### config.mk
export PLATFORM = sky130hd
export DESIGN_NAME = overture_bus_sequencer
export DESIGN_NICKNAME = d
export VERILOG_FILES = /design/src/rtl/overture_bus_sequencer.sv
export SDC_FILE = /design/constraint.sdc
export NUM_CORES = 1
export LEC_CHECK = 0
export ABC_AREA = 1
export BUFFER_PORTS_ARGS = -buffer_cell sky130_fd_sc_hd__buf_2
export CAP_MARGIN = 20
export CELL_PAD_IN_SITES_DETAIL_PLACEMENT = 1
export CELL_PAD_IN_SITES_GLOBAL_PLACEMENT = 2
export CORE_ASPECT_RATIO = 1.5
export CORE_UTILIZATION = 31
export DETAILED_ROUTE_END_ITERATION = 10
export PLACE_DENSITY = 0.83
export SYNTH_ARGS = -nofsm -noshare
export SYNTH_HDL_FRONTEND = slang
export SYNTH_SLANG_ARGS = --single-unit
### constraint.sdc
create_clock -name clk -period 1.8 [get_ports clk]
set_input_delay 0.27 -clock clk [delete_from_list [all_inputs] [get_ports clk]]
set_output_delay 0.27 -clock clk [all_outputs]
set_load 0.01 [all_outputs]
### src/rtl/overture_bus_sequencer.sv
// ---------------------------------------------------------------------------
// overture_bus_sequencer
//
// Purpose:
//   Multi-cycle control sequencer for the OVERTURE 8-bit shared-bus datapath
//   (reg0..reg5, an input port and an output port). It takes one instruction
//   byte per valid/ready handshake, decodes it, and drives the bus-drive and
//   bus-capture strobes. After an optional bus-settle window, one commit
//   cycle follows.
//
// Parameters:
//   SETTLE_CYCLES  cycles the bus is driven before the commit cycle (0..15)
//   COUNT_WIDTH    width of the retired-instruction counter
//
// Ports:
//   clk          clock, rising edge
//   rst          asynchronous active-low reset
//   instr_valid  instruction byte offered
//   instr        [7:6] opcode, [5:0] operand
//   instr_ready  sequencer idle and able to accept
//   reg_load     one-hot, register n drives the bus
//   reg_save     one-hot, register n captures the bus
//   in_load      input port drives the bus
//   out_save     output port captures the bus
//   imm_en       immediate driver drives the bus
//   imm_value    zero-extended 6-bit operand
//   alu_en       ALU drives the bus from reg1/reg2
//   alu_op       ALU function code
//   cond_en      condition unit evaluates reg3
//   cond_code    condition code
//   done         one-cycle pulse, instruction committed
//   fault        one-cycle pulse, illegal instruction dropped
//   busy         sequencer not idle
//   instr_count  retired instruction count, wraps
// ---------------------------------------------------------------------------
module overture_bus_sequencer #(
  parameter int SETTLE_CYCLES = 1,
  parameter int COUNT_WIDTH   = 16
) (
  input  logic                   clk,
  input  logic                   rst,
  input  logic                   instr_valid,
  input  logic [7:0]             instr,
  output logic                   instr_ready,
  output logic [5:0]             reg_load,
  output logic [5:0]             reg_save,
  output logic                   in_load,
  output logic                   out_save,
  output logic                   imm_en,
  output logic [7:0]             imm_value,
  output logic                   alu_en,
  output logic [2:0]             alu_op,
  output logic                   cond_en,
  output logic [2:0]             cond_code,
  output logic                   done,
  output logic                   fault,
  output logic                   busy,
  output logic [COUNT_WIDTH-1:0] instr_count
);

  typedef enum logic [1:0] {
    ST_IDLE,
    ST_SETTLE,
    ST_COMMIT,
    ST_FAULT
  } state_t;

  // Everything the datapath needs from one instruction, split into the
  // drive side (loads, immediate, ALU, condition) and the save side.
  typedef struct packed {
    logic       legal;
    logic [5:0] loadMask;
    logic       inLoad;
    logic       immEn;
    logic [7:0] immValue;
    logic       aluEn;
    logic [2:0] aluOp;
    logic       condEn;
    logic [2:0] condCode;
    logic [5:0] saveMask;
    logic       outSave;
  } decode_t;

  // The settle counter is loaded with SETTLE_CYCLES-1 at accept and reaching
  // zero in SETTLE means the last settle cycle is in progress.
  localparam bit         HAS_SETTLE  = (SETTLE_CYCLES > 0);
  localparam logic [3:0] SETTLE_LOAD = HAS_SETTLE ? 4'(SETTLE_CYCLES - 1) : 4'd0;

  // Opcode map: 00 immediate into reg0, 01 ALU reg1/reg2 into reg3,
  // 10 copy src->dst (index 6 is the I/O port, 7 is illegal), 11 condition
  // on reg3 with no save target.
  function automatic decode_t decodeInstr(input logic [7:0] b);
    decode_t    d;
    logic [2:0] src;
    logic [2:0] dst;
    d       = '0;
    d.legal = 1'b1;
    src     = b[5:3];
    dst     = b[2:0];
    case (b[7:6])
      2'b00: begin
        d.immEn    = 1'b1;
        d.immValue = {2'b00, b[5:0]};
        d.saveMask = 6'b000001;
      end
      2'b01: begin
        d.loadMask = 6'b000110;
        d.aluEn    = 1'b1;
        d.aluOp    = b[2:0];
        d.saveMask = 6'b001000;
      end
      2'b10: begin
        if ((src == 3'd7) || (dst == 3'd7)) begin
          d.legal = 1'b0;
        end
        if (src < 3'd6) begin
          d.loadMask = 6'b000001 << src;
        end else begin
          d.inLoad = 1'b1;
        end
        if (dst < 3'd6) begin
          d.saveMask = 6'b000001 << dst;
        end else begin
          d.outSave = 1'b1;
        end
      end
      default: begin
        d.loadMask = 6'b001000;
        d.condEn   = 1'b1;
        d.condCode = b[2:0];
      end
    endcase
    return d;
  endfunction

  state_t           r_state;
  decode_t          r_dec;
  logic [3:0]       r_settleCnt;
  logic [COUNT_WIDTH-1:0] r_count;

  logic [5:0] r_regLoad;
  logic [5:0] r_regSave;
  logic       r_inLoad;
  logic       r_outSave;
  logic       r_immEn;
  logic [7:0] r_immValue;
  logic       r_aluEn;
  logic [2:0] r_aluOp;
  logic       r_condEn;
  logic [2:0] r_condCode;
  logic       r_done;
  logic       r_fault;

  state_t     w_nextState;
  logic [3:0] w_nextCnt;
  logic       w_accept;
  decode_t    w_decNew;
  decode_t    w_dec;

  logic [5:0] w_regLoad;
  logic [5:0] w_regSave;
  logic       w_inLoad;
  logic       w_outSave;
  logic       w_immEn;
  logic [7:0] w_immValue;
  logic       w_aluEn;
  logic [2:0] w_aluOp;
  logic       w_condEn;
  logic [2:0] w_condCode;
  logic       w_done;
  logic       w_fault;

  // Only IDLE consumes instructions; a byte offered while busy stays on
  // the input until the sequencer returns to IDLE.
  assign w_accept = instr_valid && (r_state == ST_IDLE);
  assign w_decNew = decodeInstr(instr);
  assign w_dec    = w_accept ? w_decNew : r_dec;

  // Next-state and settle-counter logic. A legal instruction skips SETTLE
  // entirely when no settle window is configured.
  always_comb begin
    w_nextState = r_state;
    w_nextCnt   = r_settleCnt;
    case (r_state)
      ST_IDLE: begin
        if (w_accept) begin
          w_nextCnt = SETTLE_LOAD;
          if (!w_decNew.legal) begin
            w_nextState = ST_FAULT;
          end else if (HAS_SETTLE) begin
            w_nextState = ST_SETTLE;
          end else begin
            w_nextState = ST_COMMIT;
          end
        end
      end
      ST_SETTLE: begin
        if (r_settleCnt == 4'd0) begin
          w_nextState = ST_COMMIT;
        end else begin
          w_nextCnt = r_settleCnt - 4'd1;
        end
      end
      ST_COMMIT: w_nextState = ST_IDLE;
      ST_FAULT:  w_nextState = ST_IDLE;
      default:   w_nextState = ST_IDLE;
    endcase
  end

  // Output values for the coming cycle, computed from the state being
  // entered so that every strobe comes straight out of a flop. Drive-side
  // signals cover SETTLE and COMMIT; save-side signals and done only COMMIT.
  always_comb begin
    w_regLoad  = '0;
    w_regSave  = '0;
    w_inLoad   = 1'b0;
    w_outSave  = 1'b0;
    w_immEn    = 1'b0;
    w_immValue = '0;
    w_aluEn    = 1'b0;
    w_aluOp    = '0;
    w_condEn   = 1'b0;
    w_condCode = '0;
    w_done     = 1'b0;
    w_fault    = 1'b0;
    if ((w_nextState == ST_SETTLE) || (w_nextState == ST_COMMIT)) begin
      w_regLoad  = w_dec.loadMask;
      w_inLoad   = w_dec.inLoad;
      w_immEn    = w_dec.immEn;
      w_immValue = w_dec.immValue;
      w_aluEn    = w_dec.aluEn;
      w_aluOp    = w_dec.aluOp;
      w_condEn   = w_dec.condEn;
      w_condCode = w_dec.condCode;
    end
    if (w_nextState == ST_COMMIT) begin
      w_regSave = w_dec.saveMask;
      w_outSave = w_dec.outSave;
      w_done    = 1'b1;
    end
    if (w_nextState == ST_FAULT) begin
      w_fault = 1'b1;
    end
  end

  // State, latched instruction and counters. Reset drops any instruction
  // in flight without committing it.
  always_ff @(posedge clk or negedge rst) begin
    if (!rst) begin
      r_state     <= ST_IDLE;
      r_dec       <= '0;
      r_settleCnt <= '0;
      r_count     <= '0;
    end else begin
      r_state     <= w_nextState;
      r_settleCnt <= w_nextCnt;
      if (w_accept) begin
        r_dec <= w_decNew;
      end
      if (w_nextState == ST_COMMIT) begin
        r_count <= r_count + 1'b1;
      end
    end
  end

  // Registered strobes and codes.
  always_ff @(posedge clk or negedge rst) begin
    if (!rst) begin
      r_regLoad  <= '0;
      r_regSave  <= '0;
      r_inLoad   <= 1'b0;
      r_outSave  <= 1'b0;
      r_immEn    <= 1'b0;
      r_immValue <= '0;
      r_aluEn    <= 1'b0;
      r_aluOp    <= '0;
      r_condEn   <= 1'b0;
      r_condCode <= '0;
      r_done     <= 1'b0;
      r_fault    <= 1'b0;
    end else begin
      r_regLoad  <= w_regLoad;
      r_regSave  <= w_regSave;
      r_inLoad   <= w_inLoad;
      r_outSave  <= w_outSave;
      r_immEn    <= w_immEn;
      r_immValue <= w_immValue;
      r_aluEn    <= w_aluEn;
      r_aluOp    <= w_aluOp;
      r_condEn   <= w_condEn;
      r_condCode <= w_condCode;
      r_done     <= w_done;
      r_fault    <= w_fault;
    end
  end

  assign instr_ready = (r_state == ST_IDLE);
  assign busy        = (r_state != ST_IDLE);
  assign reg_load    = r_regLoad;
  assign reg_save    = r_regSave;
  assign in_load     = r_inLoad;
  assign out_save    = r_outSave;
  assign imm_en      = r_immEn;
  assign imm_value   = r_immValue;
  assign alu_en      = r_aluEn;
  assign alu_op      = r_aluOp;
  assign cond_en     = r_condEn;
  assign cond_code   = r_condCode;
  assign done        = r_done;
  assign fault       = r_fault;
  assign instr_count = r_count;

endmodule
**After elaboration in Yosys (flattened, before gate mapping)**

Index checks and enable logic that the tools add are counted.

- Flip-flop bits (word level): 86
- Input bits: 11
- Logic and storage cells: 87

- Add/subtract/negate cells: 2
- Magnitude comparators: 2
- Equality and inequality tests: 12
- Shifts and indexed selects: 2
- Muxes and demuxes: 33
- Reductions and logical operators: 11

Operators with widths:

| cell | count |
|---|---|
| $pmux 6 s3 | 2 |
| $mux 31 | 1 |
| $mux 6 | 4 |
| $add 16x1->16 const B | 1 |
| $mux 4 | 4 |
| $mux 1 | 13 |
| $shl 1x3->6 const A | 2 |
| $eq 2x2->1 const B | 5 |
| $mux 9 | 1 |
| $mux 8 | 1 |
| $pmux 4 s2 | 1 |
| $eq 2x1->1 const B | 3 |
| $eq 3x3->1 const B | 2 |
| $lt 3x3->1 const B | 2 |
| $mux 2 | 3 |
| $mux 3 | 2 |
| $pmux 2 s3 | 1 |
| $logic_not 2->1 | 2 |
| $logic_not 4->1 | 1 |
| $reduce_bool 2->1 | 2 |
| $sub 4x1->4 const B | 1 |
| $reduce_and 3->1 | 1 |
| $reduce_or 3->1 | 1 |
| $logic_or 1x1->1 | 2 |
| 4 further kinds | 4 |

**Longest topological paths before layout**

Gate-level depths: netlist (run 1).

- Depth after elaboration: 10
- Depth in mapped cells: 9
- Gate-level depth less buffers: 8

**Worst setup path after synthesis (run 1)**

No wires, ideal clock.

- Kind: register to register
- From: register r_settleCnt[0]
- To: register r_immValue[6], in the netlist imm_value[6]
- Setup time: 0.136 ns
- Arrival: 1.781 ns
- Data required time: 1.664 ns
- Path slack: -0.117 ns
- Cell stages (with the launch flop): 9
- Buffers on the path: 2
- Clock period less this slack: 1.917 ns
- Cell sequence: dfrtp_1 inv_1 ha_1 nand3_4 buf_2 o21ai_1 ha_1 clkbuf_1 nor3_1

- Cells in the longest elaborated chain, start to end: 6
- Elaborated cells on any way between the ends: 7
- Those cells by class: eq/ne (2); mux (3); reduce/logical (2)

RTL lines:

| item | line | RTL |
|---|---|---|
| start, declared | 138 | `logic [3:0] r_settleCnt;` |
| start signal, assigned | 256 | `r_settleCnt <= w_nextCnt;` |
| $logic_not 4->1 (*) | 198 | `if (r_settleCnt == 4'd0) begin` |
| $mux 2 (*) | 198 |  |
| $pmux 2 s3 (*) | 184 | `case (r_state)` |
| net w_nextState[1] | 154 | `state_t w_nextState;` |
| $eq 2x1->1 or $eq 2x2->1 (tied branches) | 226 | `if ((w_nextState == ST_SETTLE) \|\| (w_nextState == ST_COMMIT)) begin` |
| $logic_or 1x1->1 (*) | 226 |  |
| $mux 8 (*) | 226 |  |
| net w_immValue[6] | 165 | `logic [7:0] w_immValue;` |
| end signal, assigned | 287 | `r_immValue <= w_immValue;` |
| end, declared | 146 | `logic [7:0] r_immValue;` |

Mark *: on every way through the listed nets, which the timed path passes. The rest lies on a longest branch.
A chain may end at the register's enable or synchronous reset.

**Final worst setup path (run 1)**

- From: register r_state[1]
- To: register r_aluOp[2], in the netlist alu_op[2]

- Cells in the longest elaborated chain, start to end: 7
- Elaborated cells on any way between the ends: 14
- Those cells by class: eq/ne (5); mux (5); reduce/logical (4)

RTL lines:

| item | line | RTL |
|---|---|---|
| start, declared | 136 | `state_t r_state;` |
| start signal, assigned | 255 | `r_state <= w_nextState;` |
| $logic_not 2->1 | 175, 184 |  |
| $logic_and 1x1->1 | 175 | `assign w_accept = instr_valid && (r_state == ST_IDLE);` |
| $mux 2 | 186 | `if (w_accept) begin` |
| $pmux 2 s3 (*) | 184 |  |
| net w_nextState[1] | 154 |  |
| $eq 2x1->1 or $eq 2x2->1 (tied branches) | 226 |  |
| $logic_or 1x1->1 (*) | 226 |  |
| $mux 3 (*) | 226 |  |
| net w_aluOp[2] | 167 | `logic [2:0] w_aluOp;` |
| end signal, assigned | 289 | `r_aluOp <= w_aluOp;` |
| end, declared | 148 | `logic [2:0] r_aluOp;` |

Marks and branches as above.

==> results of run 1 <==
timing repair:
item	CTS	global route
hold endpoints to repair	29	0
resized for setup	3	9
gates cloned	0	1
setup buffers	0	1
setup endpoints to repair	4	17
hold buffers	1	0
pin swaps	0	2
worst min path at each step:
stage,from,end,slack (ps),cells past startpoint
5_1_grt,instr[3],r_dec[18]$_DFF_PN0_,270,3
2_1_floorplan,rst,alu_en$_DFF_PN0_,-30,0
3_3_place_gp,rst,instr_count[4]$_DFFE_PN0N_,250,1
4_1_cts,instr[5],r_dec[20]$_DFF_PN0_,250,3
6_report,instr_valid,r_state[0]$_DFF_PN0_,260,3
3_5_place_dp,rst,instr_count[4]$_DFFE_PN0N_,250,1
flip-flops by register name (all words and copies together) (netlist names), 2 cells and up:
signal	flops
imm_value	8
cond_code	3
r_state	2
reg_load	6
instr_count	16
r_dec	31
r_settleCnt	4
alu_op	3
reg_save	6
power by group:
part	switching [mW]	internal, mW
logic	1.56	0.973
clock network	0.773	1.02
registers	0.226	2.44
total	2.56	4.44
cells in the final DEF (no fill, tap or decap), drive strengths merged:
cell type,netlist,layout
dlygate4sd3,0,1
a21oi,18,18
nand2,86,86
xnor2,4,4
nor2,49,49
nor3,6,6
xor2,5,5
clkinv,2,3
ha,3,3
clkbuf,2,12
nor2b,1,1
inv,44,46
nand3b,1,1
buf,7,71
nand3,28,28
dfrtp,86,86
nand4,4,4
a21boi,1,1
clkinvlp,0,2
o21ai,21,21
a211oi,2,2
layout make-up:
cell class / instances / area [µm²] / area share, %
Tap cell: 147 / 184 / 4.15
Sequential cell: 86 / 2150 / 48.6
Clock inverter: 5 / 41.3 / 0.932
Timing Repair Buffer: 73 / 443 / 10.0
Clock buffer: 11 / 253 / 5.71
Multi-Input combinational cell: 229 / 1180 / 26.7
Inverter: 46 / 174 / 3.93
kinds of logic (layout without fill, tap and decap cells):
group,count (synthesis),after routing,synth area share [%]
adder cells (fa/ha/maj),3,3,1.06
XOR/XNOR,9,9,2.24
AO/OA/AOI/OAI,42,42,6.67
flip-flops,86,86,61.0
buffers and inverters,55,135,6.71
AND/OR/NAND/NOR,175,175,22.3
cells in the mapped netlist:
cell type   n
a211oi_2    2
a21boi_1    1
a21oi_1    17
a21oi_2     1
buf_2       2
buf_4       3
buf_6       2
clkbuf_1    2
clkinv_1    1
clkinv_2    1
dfrtp_1    86
ha_1        3
inv_1      39
inv_2       5
nand2_1    83
nand2_2     2
nand2_4     1
nand3_1    27
nand3_4     1
nand3b_1    1
nand4_1     4
nor2_1     39
nor2_2      6
nor2_4      4
nor2b_1     1
nor3_1      6
o21ai_0     4
o21ai_1    16
o21ai_2     1
xnor2_1     4
xor2_1      5
worst min-delay path, cell delays in order:
cell     delay [ps]
buf_2           130
nand2_4          60
nand2_2          90
metal layers:
metal	part of all wire [%]	up-vias	global-route usage, %
met2	51	56	27.0
met1	43	1341	19.2
met5	0	-	0
li1	-	1321	-
met3	3.6	12	3.87
met4	1.8	0	5.03
==> results_dict.tcl, run 1 <==
set metrics [dict create \
    status "finished clean" \
    final_max_slew_viol_count 0 \
    grt_use_total_pct 15.8 \
    initial_core_util_pct 31.9 \
    peakVddDrop_uv 697 \
    grt_first_pass_wirelength_um 14100 \
    ios 62 \
    cp_data_required_time_ps 2040 \
    synthTopCellsByArea "dfrtp_1 61%, nand2_1 8.8%, inv_1 4.2%, nor2_1 4.2%, nand3_1 3.8%" \
    leakage_nw 2.31 \
    post-place-cells 578 \
    place_worst_setup_slack_ps -99.1 \
    drc 0 \
    netlist_area_mm2 0.00353 \
    drive_gt1_share_pct 27.1 \
    syn-num-nets 384 \
    clock_latency_ps 340 \
    post_drt_wl_per_cell_um 14.1 \
    reg2reg_depth 8 \
    antenna_found_initial 0 \
    yosysUniqueCellTypes 31 \
    place_congestion 0.777 \
    postLayoutCoreUtil_pct 40.1 \
    min_period_ps 1660 \
    dieWidth_um 89.1 \
    critical-path-top-delay-family "flip-flops" \
    final_area_mm2 0.00443 \
    first_pass_iters 4 \
    cts_buffers 9 \
    end_kind "flop" \
    timing.rr.end "alu_op[2]$_DFF_PN0_" \
    core-area_mm2 0.0111 \
    rsz0062_at_grt "no" \
    hpwl_um 5920 \
    final_nets 459 \
    powerDensity_mw_per_mm2 1580 \
    grt_overflow 0 \
    setup_violations 0 \
    wirelength_um 8440 \
    grt_max_degree 33 \
    criticalPathCategory "flop to flop" \
    crit_fanout 12 \
    drt_iter0_drc 97 \
    vias_per_cell 4.57 \
    dieArea_mm2 0.0118 \
    min_path_type "input pin to flop" \
    yosysWarnings 0 \
    num_vias 2730 \
    dpl_cell_area_mm2 0.00405 \
    hold_viol_final 0 \
    rows 47 \
    cp.buffers_inverters 2 \
    hold_slack_ps 259 \
    fillers 1324 \
    area_growth_pct 25.6 \
    n_antenna_cell 0 \
    avgSynthCellArea_um2 9.53 \
    io_buffers 61 \
    r2r_slack_ps 140 \
    setup_tns_ps 0 \
    yosys.area.top_type "dfrtp_1" \
    crit_arrival_ps 1900 \
    clock.fmax_mhz 603 \
    grt_pass1_vias 2917 \
    yosysTopAreaCellShare_pct 61.0 \
    finClkSkew_ps 6.03 \
    start_kind "flop" \
    worst_pin_slew_ps 444 \
    syn-instance-count 370 \
    reg2reg_from "r_state[1]$_DFF_PN0_" \
    clkSinkCount 86 \
    ant_nets 0 \
    totalPowerFinal_mw 7.00 \
    max_slew_margin_pct 70.4 \
    setup_slack_ps 142 \
    drv_cap 0 \
    worstPathCellList "inv_1 -> nand2_2 -> nor2_4 -> nand2_1 -> o21ai_2 -> ha_4 -> buf_12 -> a211oi_2" \
    synth-seq-area-share_pct 61.0 \
    cp.depth 8 \
    fin_crit_sh_pct 92.1 \
    cts_tree "yes" \
    max-clock-path-buffers 2 \
    htree_levels 3 \
    max_stage_delay_ps 440 \
    final_cells 597 \
    die_h_um 133 \
    startpoint "r_state[1]$_DFF_PN0_" \
    clk_pin_slew_worst_paths_ps 60 \
    crit_path_top_delay_cell "dfrtp_2" \
    ys_ff_latch 86 \
    crit_end "alu_op[2]$_DFF_PN0_" \
    root_buffer "clkbuf_16" \
]
Power figures use the tool's default switching activity.
==> run 2, diff against run 1 <==
- CORE_ASPECT_RATIO: 1.5 -> 0.5
==> run 2 against run 1 <==
Net effect: sequential share of layout area grew 0.25 points; critical path depth grew 1; via count shrank 3.3%; routed wire length shrank 3.2%; register-to-register slack gained 20 ps; total power shrank 2.0%; largest cell class unchanged.
==> results_dict.tcl, run 2 (synthesis gave the netlist of run 1 again) <==
set metrics [dict create \
    status "finished clean" \
    clock_latency_ps 340 \
    peakVddDrop_uv 758 \
    setup_tns_ps 0 \
    min_to "r_dec[18]$_DFF_PN0_" \
    dieArea_mm2 0.0118 \
    final_area_mm2 0.00440 \
    reg2reg_depth 9 \
    critical-path-top-delay-family "flip-flops" \
    io_buffers 61 \
    grt_pass1_vias 2813 \
    hold_start "instr[3]" \
    grt_use_total_pct 15.3 \
    initial_core_util_pct 31.9 \
    root_buffer "clkbuf_16" \
    clkSinkCount 86 \
    postLayoutCoreUtil_pct 39.9 \
    min_period_ps 1640 \
    hold_viol_final 0 \
    drc 0 \
    final_common_cell "dfrtp_1" \
    worstPathCellList "inv_1 -> ha_4 -> nand2_1 -> nand2_2 -> nand2_2 -> inv_2 -> ha_4 -> buf_12 -> a211oi_2" \
    cp.buffers_inverters 3 \
    wirelength_um 8170 \
    crit_arrival_ps 1900 \
    final_cell_mix "86 x dfrtp_1, 80 x nand2_1, 60 x buf_2, 39 x inv_1, 39 x nor2_1" \
    cts_buffers 9 \
    criticalPathCategory "flop to flop" \
    grt_max_degree 40 \
    final_max_slew_viol_count 0 \
    start_kind "flop" \
    max_slew_margin_pct 73.6 \
    crit_path_top_delay_cell "dfrtp_1" \
    ios 62 \
    max_stage_delay_ps 390 \
    hold_slack_ps 248 \
    post_drt_wl_per_cell_um 13.8 \
    reg2reg_from "r_settleCnt[0]$_DFFE_PN0P_" \
    ant_nets 0 \
    htree_levels 3 \
    hpwl_um 5630 \
    antenna_found_initial 0 \
    cts_tree "yes" \
    end_kind "flop" \
    min_path_type "input pin to flop" \
    n_antenna_cell 0 \
    hold_path_depth 3 \
    totalPowerFinal_mw 6.86 \
    max-clock-path-buffers 2 \
    rsz0062_at_grt "no" \
    drive_gt1_share_pct 25.8 \
    cp_data_required_time_ps 2060 \
    die_h_um 77.4 \
    drt_iter0_drc 76 \
    fin_crit_sh_pct 91.2 \
    first_pass_iters 6 \
    powerDensity_mw_per_mm2 1560 \
    drv_cap 0 \
    timing.rr.end "imm_value[4]$_DFF_PN0_" \
    dieWidth_um 153 \
    largest_reg_flops 31 \
    clk_pin_slew_worst_paths_ps 60 \
    place_congestion 0.740 \
    rows 27 \
    area_growth_pct 24.9 \
    grt_overflow 0 \
    dpl_cell_area_mm2 0.00405 \
    num_vias 2639 \
    finClkSkew_ps 5.90 \
    grt_first_pass_wirelength_um 14100 \
    regMostFlops "r_dec" \
    worst_pin_slew_ps 395 \
    clock.fmax_mhz 609 \
    cp.depth 9 \
    leakage_nw 2.31 \
    setup_violations 0 \
    core-area_mm2 0.0110 \
    final_nets 459 \
    r2r_slack_ps 160 \
    vias_per_cell 4.44 \
    crit_fanout 24 \
]
==> run 2: layer usage <==
metal	vias up	GRT usage [%]	part of all wire, %
met2	31	25.4	47
li1	1312	-	-
met5	-	0	0
met4	0	5.15	1.3
met1	1288	19.4	48
met3	8	4.41	3.1
==> run 2: where the power goes <==
group | switching (mW) | internal, mW | total [mW]
registers | 0.217 | 2.44 | 2.66
logic | 1.48 | 0.848 | 2.33
clock network | 0.757 | 1.11 | 1.87
total | 2.46 | 4.40 | 6.86
==> run 2: through the flow <==
stage / instances / setup WS, ps
after global placement: 577 / 87.9
after floorplan: 370 / -22.8
after global routing: 594 / 20.9
after detailed placement: 577 / 2.20
after CTS: 593 / 36.8
final: 594 / 158
==> run 2: worst max path at each step <==
stage                                from                      to  slack (ps)
2_1_floorplan  r_settleCnt[0]$_DFFE_PN0P_  imm_value[6]$_DFF_PN0_         -20
6_report       r_settleCnt[0]$_DFFE_PN0P_  imm_value[4]$_DFF_PN0_         160
4_1_cts        r_settleCnt[0]$_DFFE_PN0P_     alu_op[2]$_DFF_PN0_          40
3_3_place_gp         r_state[1]$_DFF_PN0_     alu_op[2]$_DFF_PN0_          90
5_1_grt              r_state[1]$_DFF_PN0_     alu_op[2]$_DFF_PN0_          20
3_5_place_dp   r_settleCnt[0]$_DFFE_PN0P_     alu_op[2]$_DFF_PN0_           2
==> run 2: area by class of cell <==
type	count	area, µm²
clock buffers	11	243
clock inverters	4	55.1
fillers	1296	6640
inverters	46	174
multi-input cells	229	1170
flip-flops and latches	86	2150
well taps	145	181
repair buffers	73	425
==> run 2: worst register-to-register path: cells and delay by family, from the launching register on <==
kind	cells	cell delay (ps)
buffers and inverters	3	370
AO/OA/AOI/OAI	1	190
AND/OR/NAND/NOR	3	240
flip-flops	1	390
adder cells (fa/ha/maj)	2	380
==> run 2: repair_timing <==
action / CTS / global route
gates resized for setup: 2 / 5
buffers inserted: 0 / 1
pin swaps: 0 / 0
endpoints found under the setup margin: 4 / 11
hold endpoints to repair: 27 / 0
hold buffers: 1 / 0
==> run 3, diff against run 2 <==
==> constraint.sdc (replaced) <==
create_clock -name clk -period 1.8 [get_ports clk]
set_input_delay 0.27 -clock clk [delete_from_list [all_inputs] [get_ports clk]]
set_output_delay 0.27 -clock clk [all_outputs]
set_load 0.1 [all_outputs]
==> run 3 against run 2 <==
Net effect: the run now ends with DRC left; final cell count rose by 0.34%; sequential power is essentially flat; fmax shrank 6.4%; first-iteration DRC count up 25%; die area unchanged; clock power is 3% higher; critical path type unchanged; register-to-register slack worse by 110 ps; flip-flop and latch count unchanged; worst hold slack got worse by 29 ps; largest power group is now combinational cells; critical endpoint unchanged; sequential share of layout area decreased by 0.31 points; global-route usage rose by 0.33 points.
==> results_dict.tcl, run 3 (synthesis gave the netlist of run 1 again) <==
set metrics [dict create \
    status "finished, violations left" \
    violations "DRC" \
    critical-path-top-delay-family "flip-flops" \
    final_cell_mix "82 x dfrtp_1, 81 x nand2_1, 60 x buf_2, 39 x inv_1, 39 x nor2_1" \
    worstPathCellList "inv_1 -> nand2_4 -> nor2_4 -> nand2_1 -> o21ai_2 -> ha_4 -> buf_6 -> a211oi_2" \
    drt_iter0_drc 95 \
    clock.fmax_mhz 570 \
    drive_gt1_share_pct 27.3 \
    vias_per_cell 4.53 \
    setup_violations 0 \
    place_worst_setup_slack_ps 22.1 \
    peakVddDrop_uv 582 \
    htree_levels 3 \
    final_nets 460 \
    final_area_mm2 0.00444 \
    drc 1 \
    dpl_cell_area_mm2 0.00408 \
    hold_path_depth 3 \
    grt_max_degree 39 \
    seq_power_share_pct 30.4 \
    die_h_um 77.4 \
    io_buffers 61 \
    startpoint "r_state[1]$_DFF_PN0_" \
    clock_latency_ps 340 \
    totalPowerFinal_mw 8.81 \
    start_kind "flop" \
    crit_path_top_delay_cell "dfrtp_1" \
    n_antenna_cell 0 \
    clk_pin_slew_worst_paths_ps 70 \
    postLayoutCoreUtil_pct 40.2 \
    powerDensity_mw_per_mm2 1980 \
    wirelength_um 8640 \
    rows 27 \
    worst_pin_slew_ps 519 \
    reg2reg_depth 8 \
    grt_pass1_vias 2841 \
    first_pass_iters 9 \
    largest_reg_flops 31 \
    fin_crit_sh_pct 97.5 \
    cp_data_required_time_ps 2060 \
    timing.rr.end "imm_value[4]$_DFF_PN0_" \
    finClkSkew_ps 10.7 \
    drv_cap 0 \
    max-clock-path-buffers 2 \
    leakage_nw 2.32 \
    final_common_cell "dfrtp_1" \
    min_path_type "input pin to flop" \
    grt_use_total_pct 15.7 \
    core-area_mm2 0.0110 \
    hold_viol_final 0 \
    regMostFlops "r_dec" \
    setup_slack_ps 44.6 \
    cts_tree "yes" \
    ios 62 \
    place_congestion 0.743 \
    num_vias 2700 \
    initial_core_util_pct 31.9 \
    crit_arrival_ps 2020 \
    min_period_ps 1760 \
    r2r_slack_ps 40 \
    max_stage_delay_ps 450 \
    root_buffer "clkbuf_16" \
    cp.buffers_inverters 2 \
    crit_fanout 12 \
    p_switching_mw 4.32 \
    dieArea_mm2 0.0118 \
    pwr-share-comb_pct 47.7 \
    swShare_pct 49.1 \
    max_slew_margin_pct 65.7 \
    ant_nets 0 \
    grt_overflow 0 \
    criticalPathCategory "flop to flop" \
    clkSinkCount 86 \
    hpwl_um 5960 \
    grt_first_pass_wirelength_um 14400 \
    clkPwrFrac_pct 21.9 \
    final_max_slew_viol_count 0 \
    final_cells 596 \
    crit_end "imm_value[4]$_DFF_PN0_" \
    area_growth_pct 26.0 \
    post_drt_wl_per_cell_um 14.5 \
    reg2reg_from "r_state[1]$_DFF_PN0_" \
    cp.depth 8 \
    antenna_found_initial 0 \
    cts_buffers 9 \
    dieWidth_um 153 \
    end_kind "flop" \
    intPower_mw 4.49 \
    post-place-cells 576 \
]
run 3: repair_timing:
item	4_1_cts	5_1_grt
endpoints found under the hold margin	29	0
hold buffers	1	0
setup endpoints to repair	0	24
buffers inserted	0	3
resized for setup	0	3
run 3: area by class of cell:
type	count	area, µm²
clock inverter	5	66.3
inverter	46	174
tap	145	181
multi-input combinational	229	1180
timing repair buffer	74	437
sequential	86	2160
clock buffer	11	243
fill	1272	6600
run 3: routing by layer:
metal / track usage (%) / vias to the layer above / part of all wire (%)
met2: 26.1 / 38 / 49
li1: - / 1318 / -
met1: 20.2 / 1334 / 46
met3: 4.08 / 10 / 3.9
met4: 4.55 / 0 / 1.1
met5: 0 / - / 0
run 3: stage by stage:
step / TNS, ps / hold slack [ps]
2_1_floorplan: -2090 / -25.6
3_3_place_gp: 0 / 247
3_5_place_dp: 0 / 249
4_1_cts: 0 / 213
5_1_grt: -84.4 / 236
6_report: 0 / 218
run 3: how the worst min path moves through the flow:
| stage | to | startpoint |
|---|---|---|
| floorplan | alu_en$_DFF_PN0_ | rst |
| global placement | instr_count[15]$_DFFE_PN0N_ | rst |
| detailed placement | instr_count[15]$_DFFE_PN0N_ | rst |
| CTS | r_state[0]$_DFF_PN0_ | instr_valid |
| global route | r_state[0]$_DFF_PN0_ | instr_valid |
| finish | r_state[0]$_DFF_PN0_ | instr_valid |
run 3: worst min-delay path, cell delays in order:
cell and delay [ps]:
buf_2 110, nand2_4 70, nand2_4 70
run 3: power groups by stage:
stage                     Combinational, mW  Clock, mW  Sequential, mW
after global placement                 3.93          0            2.70
final                                  4.20       1.93            2.68
after global routing                   4.49       2.04            2.73
after CTS                              4.01       1.98            2.69
after floorplan                        1.77          0            4.26
after detailed placement               4.00          0            2.71
